`src/rtl/des_sched_if.sv`:
```
// Job-control and engine-array signals shared by the key-search scheduler,
// its host and its engines.
interface des_sched_if #(parameter int NCORE = 4);
  logic                go;
  logic                abort;
  logic [55:0]         key_first;
  logic [55:0]         key_last;
  logic                busy;
  logic                found;
  logic [55:0]         found_key;
  logic [31:0]         chunks_done;
  logic [NCORE-1:0]    core_run;
  logic [55:0]         core_base;
  logic                core_abort;
  logic [NCORE-1:0]    core_idle;
  logic [NCORE-1:0]    core_done;
  logic [NCORE-1:0]    core_hit;
  logic [56*NCORE-1:0] core_key;

  modport slave (
    input  go, abort, key_first, key_last, core_idle, core_done, core_hit, core_key,
    output busy, found, found_key, chunks_done, core_run, core_base, core_abort
  );

  modport master (
    output go, abort, key_first, key_last, core_idle, core_done, core_hit, core_key,
    input  busy, found, found_key, chunks_done, core_run, core_base, core_abort
  );
endinterface

```
`src/rtl/des_sched.sv`:
```
// Splits a key range into 2^CHUNK_LOG2-key chunks and hands them to idle search engines.
// IDLE: wait for go | DISPATCH: hand out chunks | DRAIN: wait for outstanding | FLUSH: wait all idle
module des_sched #(
  parameter int NCORE      = 4,
  parameter int CHUNK_LOG2 = 24
) (
  input  logic        clk,
  input  logic        rstn,
  des_sched_if.slave  bus
);
  typedef enum logic [1:0] {IDLE, DISPATCH, DRAIN, FLUSH} state_t;

  localparam logic [55:0] LOW_MASK = (56'd1 << CHUNK_LOG2) - 56'd1;
  localparam logic [56:0] STEP     = 57'd1 << CHUNK_LOG2;

  state_t           state_q, state_d;
  logic [55:0]      next_q, next_d, last_q, last_d;
  logic             busy_q, busy_d, found_q, found_d, core_abort_q, core_abort_d;
  logic [55:0]      found_key_q, found_key_d, core_base_q, core_base_d;
  logic [31:0]      chunks_done_q, chunks_done_d;
  logic [NCORE-1:0] core_run_q, core_run_d, outst_q, outst_d;

  logic [NCORE-1:0] done_v, hit_v, elig, run_sel;
  logic [31:0]      done_cnt;
  logic [55:0]      hit_key;
  logic [56:0]      next_inc;

  // Only engines we actually dispatched to count as done or hit.
  always_comb begin
    done_v   = bus.core_done & outst_q;
    hit_v    = done_v & bus.core_hit;
    elig     = bus.core_idle & ~outst_q;
    done_cnt = '0;
    hit_key  = '0;
    run_sel  = '0;
    for (int i = NCORE - 1; i >= 0; i--) begin
      if (done_v[i]) done_cnt = done_cnt + 32'd1;
      if (hit_v[i]) hit_key = bus.core_key[56*i +: 56];
      if (elig[i]) begin
        run_sel    = '0;
        run_sel[i] = 1'b1;
      end
    end
    next_inc = {1'b0, next_q} + STEP;
  end

  always_comb begin
    state_d       = state_q;
    next_d        = next_q;
    last_d        = last_q;
    busy_d        = busy_q;
    found_d       = found_q;
    found_key_d   = found_key_q;
    chunks_done_d = chunks_done_q;
    core_run_d    = '0;
    core_base_d   = core_base_q;
    core_abort_d  = 1'b0;
    outst_d       = outst_q;
    case (state_q)
      IDLE: begin
        if (bus.go && !bus.abort) begin
          next_d        = bus.key_first & ~LOW_MASK;
          last_d        = bus.key_last & ~LOW_MASK;
          found_d       = 1'b0;
          found_key_d   = '0;
          chunks_done_d = '0;
          busy_d        = 1'b1;
          state_d       = DISPATCH;
        end
      end
      DISPATCH, DRAIN: begin
        chunks_done_d = chunks_done_q + done_cnt;
        outst_d       = outst_q & ~done_v;
        if (hit_v != '0 && !found_q) begin
          found_d      = 1'b1;
          found_key_d  = hit_key;
          core_abort_d = 1'b1;
          outst_d      = '0;
          state_d      = FLUSH;
        end else if (bus.abort) begin
          core_abort_d = 1'b1;
          outst_d      = '0;
          state_d      = FLUSH;
        end else if (state_q == DISPATCH) begin
          if (elig != '0) begin
            core_run_d  = run_sel;
            core_base_d = next_q;
            outst_d     = outst_d | run_sel;
            next_d      = next_inc[55:0];
            // A carry out means the following base would wrap; never issue it.
            if (next_q == last_q || next_inc[56]) state_d = DRAIN;
          end
        end else if (outst_d == '0) begin
          busy_d  = 1'b0;
          state_d = IDLE;
        end
      end
      FLUSH: begin
        if (&bus.core_idle) begin
          busy_d  = 1'b0;
          state_d = IDLE;
        end
      end
      default: state_d = IDLE;
    endcase
  end

  always_ff @(posedge clk) begin
    if (!rstn) begin
      state_q       <= IDLE;
      next_q        <= '0;
      last_q        <= '0;
      busy_q        <= 1'b0;
      found_q       <= 1'b0;
      found_key_q   <= '0;
      chunks_done_q <= '0;
      core_run_q    <= '0;
      core_base_q   <= '0;
      core_abort_q  <= 1'b0;
      outst_q       <= '0;
    end else begin
      state_q       <= state_d;
      next_q        <= next_d;
      last_q        <= last_d;
      busy_q        <= busy_d;
      found_q       <= found_d;
      found_key_q   <= found_key_d;
      chunks_done_q <= chunks_done_d;
      core_run_q    <= core_run_d;
      core_base_q   <= core_base_d;
      core_abort_q  <= core_abort_d;
      outst_q       <= outst_d;
    end
  end

  assign bus.busy        = busy_q;
  assign bus.found       = found_q;
  assign bus.found_key   = found_key_q;
  assign bus.chunks_done = chunks_done_q;
  assign bus.core_run    = core_run_q;
  assign bus.core_base   = core_base_q;
  assign bus.core_abort  = core_abort_q;
endmodule

```
`src/flat_wrapper.sv`:
```
// flat-port wrapper written by rule: the top's interface ports become plain ports
module des_sched_flat 
#(
  parameter int NCORE      = 4,
  parameter int CHUNK_LOG2 = 24
)
  (clk, rstn, bus_go, bus_abort, bus_key_first, bus_key_last, bus_core_idle, bus_core_done, bus_core_hit, bus_core_key, bus_busy, bus_found, bus_found_key, bus_chunks_done, bus_core_run, bus_core_base, bus_core_abort);
  des_sched_if #(.NCORE(NCORE)) bus_i ();
  input  logic clk;
  input  logic rstn;
  input wire logic [$bits(bus_i.go)-1:0] bus_go;
  input wire logic [$bits(bus_i.abort)-1:0] bus_abort;
  input wire logic [$bits(bus_i.key_first)-1:0] bus_key_first;
  input wire logic [$bits(bus_i.key_last)-1:0] bus_key_last;
  input wire logic [$bits(bus_i.core_idle)-1:0] bus_core_idle;
  input wire logic [$bits(bus_i.core_done)-1:0] bus_core_done;
  input wire logic [$bits(bus_i.core_hit)-1:0] bus_core_hit;
  input wire logic [$bits(bus_i.core_key)-1:0] bus_core_key;
  output wire logic [$bits(bus_i.busy)-1:0] bus_busy;
  output wire logic [$bits(bus_i.found)-1:0] bus_found;
  output wire logic [$bits(bus_i.found_key)-1:0] bus_found_key;
  output wire logic [$bits(bus_i.chunks_done)-1:0] bus_chunks_done;
  output wire logic [$bits(bus_i.core_run)-1:0] bus_core_run;
  output wire logic [$bits(bus_i.core_base)-1:0] bus_core_base;
  output wire logic [$bits(bus_i.core_abort)-1:0] bus_core_abort;
  assign bus_i.go = bus_go;
  assign bus_i.abort = bus_abort;
  assign bus_i.key_first = bus_key_first;
  assign bus_i.key_last = bus_key_last;
  assign bus_i.core_idle = bus_core_idle;
  assign bus_i.core_done = bus_core_done;
  assign bus_i.core_hit = bus_core_hit;
  assign bus_i.core_key = bus_core_key;
  assign bus_busy = bus_i.busy;
  assign bus_found = bus_i.found;
  assign bus_found_key = bus_i.found_key;
  assign bus_chunks_done = bus_i.chunks_done;
  assign bus_core_run = bus_i.core_run;
  assign bus_core_base = bus_i.core_base;
  assign bus_core_abort = bus_i.core_abort;
  des_sched #(.NCORE(NCORE), .CHUNK_LOG2(CHUNK_LOG2)) u_core (.clk(clk), .rstn(rstn), .bus(bus_i));
endmodule
```
`config.mk`:
```
export PLATFORM = sky130hd
export DESIGN_NAME = des_sched_flat
export DESIGN_NICKNAME = d
export VERILOG_FILES = /design/src/rtl/des_sched_if.sv /design/src/rtl/des_sched.sv /design/src/flat_wrapper.sv
export SDC_FILE = /design/constraint.sdc
export NUM_CORES = 1
export LEC_CHECK = 0
export ABC_CLOCK_PERIOD_IN_PS = 7400
export BUFFER_PORTS_ARGS = -buffer_cell sky130_fd_sc_hd__buf_4
export CAP_MARGIN = 20
export CORE_AREA = 2 2 196 198
export DETAILED_ROUTE_END_ITERATION = 16
export DIE_AREA = 0 0 198 200
export GPL_ROUTABILITY_DRIVEN = 0
export PLACE_DENSITY_LB_ADDON = 0.1
export SYNTH_ARGS = -nofsm -noshare
export SYNTH_HDL_FRONTEND = slang
export SYNTH_SLANG_ARGS = --single-unit
```
`constraint.sdc`:
```
create_clock -name clk -period 7.4 [get_ports clk]
set_input_delay 0 -clock clk [delete_from_list [all_inputs] [get_ports clk]]
set_output_delay 0 -clock clk [all_outputs]
set_load 0.02 [all_outputs]
```
Yosys cells after proc, flatten, opt, wreduce, memory -nomap -nowiden
Index checks and enable logic that the tools add are counted.
W data, S select, Z words.
- output and inout bits: 151
- bits in registers: 245
- input port bits: 352
- reductions and logical operators: 21
- multiplexer cells: 48
- bitwise gates (word level): 13
- equal/unequal tests: 16
- add/sub/neg operators: 5
- operator list (kind ; count):
    $mux W56 ; 11
    $pmux W56 S2 ; 2
    $mux W32 ; 4
    $add A32 B1 Y32 const B ; 2
    $pmux W32 S2 ; 1
    $add A56 B25 Y57 const B ; 1
    $eq A56 B56 Y1 ; 1
    $add A32 B32 Y32 ; 1
    $mux W4 ; 8
    $and A4 B4 Y4 ; 4
    $mux W2 ; 8
    $ne A2 B1 Y1 const B ; 6
    $reduce_and A6 Y1 ; 2
    $mux W1 ; 11
    $ne A5 B4 Y1 const B ; 2
    $reduce_and A5 Y1 ; 2
    $not A4 Y4 ; 2
    $reduce_bool A4 Y1 ; 2
    $ne A2 B2 Y1 const B ; 3
    $not A1 Y1 ; 6
    $pmux W2 S3 ; 1
    $reduce_and A2 Y1 ; 3
    $reduce_or A6 Y1 ; 1
    $ne A5 B2 Y1 const B ; 1
    15 further kinds ; 18

Depth between registers and ports, before layout
- depth in word-level cells: 11
- mapped depth: 15

Worst setup path after synthesis
Ideal clock, no wire load.
- path kind: reg2reg
- start point: register u_core.outst_q[2]
- end point: register u_core.chunks_done_q[23] (netlist: u_core.bus.chunks_done[23])
- cell stages (with the launch flop): 14
- slack: 4.104 ns
- library setup time: 0.070 ns
- data arrival time: 3.226 ns
- path through: dfxtp_1 -> nand2_1 -> ha_1 -> xnor2_1 -> ha_1 -> mux2_2 -> ha_1 -> a21o_1 -> a21o_1 -> a21oi_1 -> buf_2 -> or3_4 -> or4_1 -> a21oi_1
- longest elaborated chain between the ends: 8
- RTL lines (what ; RTL line ; source):
    from (decl) ; des_sched.sv:21 ; logic [NCORE-1:0] core_run_q, core_run_d, outst_q, outst_d;
    from (signal assigned) ; des_sched.sv:132 ; outst_q <= outst_d;
    $and A4 B4 Y4 (*) ; des_sched.sv:30 ; done_v = bus.core_done & outst_q;
    $mux W32 (*) ; des_sched.sv:37 ; if (done_v[i]) done_cnt = done_cnt + 32'd1;
    $add A32 B1 Y32 ; des_sched.sv:37 ;
    $mux W32 (*) ; des_sched.sv:37 ;
    $add A32 B1 Y32 ; des_sched.sv:37 ;
    $mux W32 (*) ; des_sched.sv:37 ;
    $add A32 B32 Y32 (*) ; des_sched.sv:72 ; chunks_done_d = chunks_done_q + done_cnt;
    $pmux W32 S2 (*) ; des_sched.sv:59 ; case (state_q)
    to (signal assigned) ; des_sched.sv:128 ; chunks_done_q <= chunks_done_d;
    to (decl) ; des_sched.sv:20 ; logic [31:0] chunks_done_q, chunks_done_d;
Every way passes the cells marked *; elsewhere a longest branch is shown, timed or not.
A chain may end at the register's enable or synchronous reset.

Worst setup path after layout
- start point: register u_core.outst_q[2]
- end point: register u_core.chunks_done_q[29] (netlist: u_core.bus.chunks_done[29])
Same word-level chain as after synthesis.

==> impl_metrics.env <==
export IMPL_outcome="completed"
export IMPL_crit_type="reg -> reg"
export IMPL_antenna_found_initial=3
export IMPL_whs_ns=0.02598
export IMPL_period_minus_slack_ns=3.803
export IMPL_fin_nets=2222
export IMPL_cts_resized=0
export IMPL_wire_per_inst_um=18.85
export IMPL_path_max_fanout=11
export IMPL_fp_dieH_um=200
export IMPL_placement_io_buffers=430
export IMPL_power_density_mw_per_mm2=167.2
export IMPL_avgSynthCellArea_um2=7.630
export IMPL_cp_end_kind="flip-flop"
export IMPL_p_leak_uw=0.006220
export IMPL_setup_slack_ns=3.597
export IMPL_gr_total_overflow=0
export IMPL_power_uw=2653
export IMPL_initialDrtViolationCount=713
export IMPL_max_stage_delay_ns=0.82
export IMPL_dr_pass1_iters=5
export IMPL_cts_sinks=197
export IMPL_met1_usage_pct=28.67
export IMPL_ys_warnings_count=0
export IMPL_clock_latency_ns=0.46
export IMPL_final_antenna_net_count=0
export IMPL_dp_hpwl_mm=33.23
export IMPL_fin_util_pct=42.42
export IMPL_die_w_um=198
export IMPL_hp_class="in -> reg"
export IMPL_cp_buffers_inverters=0
export IMPL_synth_area_mm2=0.01043
export IMPL_rsz0062_at_grt="no"
export IMPL_hold_depth=5
export IMPL_clkSlewWorstSetupHoldPaths_ns=0.08
export IMPL_fin_skew_ns=0.01879
export IMPL_crit_path_frequent_cell="ha_1"
export IMPL_syn_inst=1367
export IMPL_wl_mm=44.90
export IMPL_required_ns=7.70
export IMPL_drcViolationCount=0
export IMPL_maxCapViolCount=0
export IMPL_arrival_ns=4.11
export IMPL_final_common_cell="buf_4"
export IMPL_start_kind="flip-flop"
export IMPL_via_per_inst=4.924
export IMPL_cts_made_buffers=17
export IMPL_cts_tree="built"
export IMPL_areaGrowthSynthToFinish_pct=52.12
export IMPL_synthFlopType="dfxtp_1"
export IMPL_path_cells="nand2_1 -> ha_1 -> xnor2_1 -> ha_1 -> mux2_2 -> ha_1 -> a21o_1 -> a21o_1 -> a21oi_1 -> or3_4 -> or4_1 -> a21oi_1"
export IMPL_clockBufferDepth=2
export IMPL_io_pins=503
export IMPL_synth_seq_cells=197
export IMPL_track_usage_pct=21.44
export IMPL_grt_pass1_wl_mm=64.84
export IMPL_core_mm2=0.03740
export IMPL_cp_num_cells=12
export IMPL_hold_viol=0
export IMPL_finalSetupViolations=0
export IMPL_reg2regPathDepth=12
export IMPL_finalMaxSlewViolations=0
export IMPL_peakVddDrop_v=0.0001845
export IMPL_synth_seq_area_share_pct=37.81
export IMPL_grt_pass1_vias=11030
export IMPL_grt_max_degree=84
export IMPL_initial_core_util_pct=27.89
export IMPL_pre_cts_ws_ns=3.535
export IMPL_cpMaxStageDelayCell="a21oi_1"
export IMPL_worst_slew_pin_slew_ns=1.044
export IMPL_clock_fmax_ghz=0.2629
export IMPL_tns_ns=0
export IMPL_htreeDepth=4
export IMPL_gr_max_usage_layer="met2"
export IMPL_fin_crit_sh_pct=51.40
export IMPL_layout_common_cells="buf_4, nand2_1, dfxtp_1"
export IMPL_rows=71
export IMPL_ys_types=75
export IMPL_grt_use_met2_pct=33.79
export IMPL_synth_edf_count=0
export IMPL_synth_async_sr_flop_share_pct=0
export IMPL_crit_family="compound AO/OA/AOI/OAI gates"
export IMPL_maxSlewHeadroom_pct=30.20
export IMPL_cts_root_buf="clkbuf_16"
export IMPL_layout_drive_gt1_share_pct=27.13
export IMPL_dieArea_mm2=0.03960
export IMPL_use_met3_pct=6.502
export IMPL_vias=11730
synthesized netlist by cell type (7+ instances only):
cell type,count,share of area (%)
nand2_1,203,7.3
dfxtp_1,197,38
a21oi_1,129,6.2
o21ai_0,112,5.4
nor2_1,109,3.9
clkbuf_1,79,2.8
nor3_1,66,3.2
nand3_1,59,2.8
a221oi_1,57,4.8
xnor2_1,52,4.4
buf_4,26,1.9
inv_1,21,0.76
nand4_1,20,1.2
buf_2,19,0.91
ha_1,13,1.6
or3_1,13,0.78
a22oi_1,12,0.86
and3_1,12,0.72
nor4_1,12,0.72
o31ai_1,12,0.86
buf_1,11,0.40
a31oi_1,9,0.54
o22ai_1,9,0.54
o21a_1,8,0.58
mux2i_1,7,0.67
o211ai_1,7,0.50
worst reg2reg max path: stages (launching register included):
cell and delay (ns):
dfxtp_1 0.43, nand2_1 0.12, ha_1 0.33, xnor2_1 0.26, ha_1 0.27, mux2_2 0.28, ha_1 0.28, a21o_1 0.18
a21o_1 0.19, a21oi_1 0.82, or3_4 0.32, or4_1 0.11, a21oi_1 0.06
kinds of logic after synthesis:
logic type	count (synthesis)	share of synthesized area [%]
and+or+nand+nor	541	24.48
AOI/OAI and AO/OA	391	23.55
buffers and inverters	159	6.886
other	1	0.03595
adders and majority gates	14	1.751
muxes	8	0.7798
xor gates and xnor gates	56	4.702
DFF	197	37.81
stage by stage:
step	cell area, um^2	std cells
finish	15870	2382
global route	15860	2380
CTS	15840	2379
detailed placement	13900	2210
global placement	13880	2209
floorplan	10520	1391
worst paths after layout:
check	startpoint	to	slack [ns]
setup / recovery	u_core.outst_q[2]	u_core.bus.chunks_done[29]	3.60
hold / removal	bus_core_key[92]	u_core.bus.found_key[36]	0.03
setup reg to reg	u_core.outst_q[2]	u_core.bus.chunks_done[29]	3.60
hold reg to reg	u_core.bus.found_key[33]	u_core.bus.found_key[33]	0.46
where the power goes:
group          total, uW  leakage, uW  switching, uW  internal [uW]
Sequential          1180      0.00160           82.0           1100
Combinational        539      0.00436            276            263
Clock                930     0.000269            470            460
per-layer routing:
metal	up-vias	share of wire (%)
met4	6	1.5
met5	-	0.087
met3	37	7.7
met1	5506	45
met2	354	46
li1	5826	-
flip-flops by register name, indices dropped and copies added (netlist names):
name	count
u_core.bus.core_abort	1
u_core.next_q	32
u_core.state_q	2
u_core.bus.found_key	56
u_core.bus.core_base	32
u_core.outst_q	4
u_core.bus.chunks_done	32
u_core.bus.busy	1
u_core.bus.found	1
u_core.bus.core_run	4
u_core.last_q	32
repair_timing:
action,4_1_cts,5_1_grt
hold buffers,137,0
hold endpoints to repair,127,0
endpoints found under the setup margin,0,0
buffers inserted,0,0
cell type report:
type	count	area, um^2
diodes	2	5.005
clock buffers	19	452.9
clock inverters	13	117.6
fillers	3855	21530
inverters	24	90.09
multi-input cells	1035	5893
flip-flops and latches	197	3944
well taps	511	639.4
repair buffers	581	4725
Note: power is estimated with default switching activity, not from simulation.
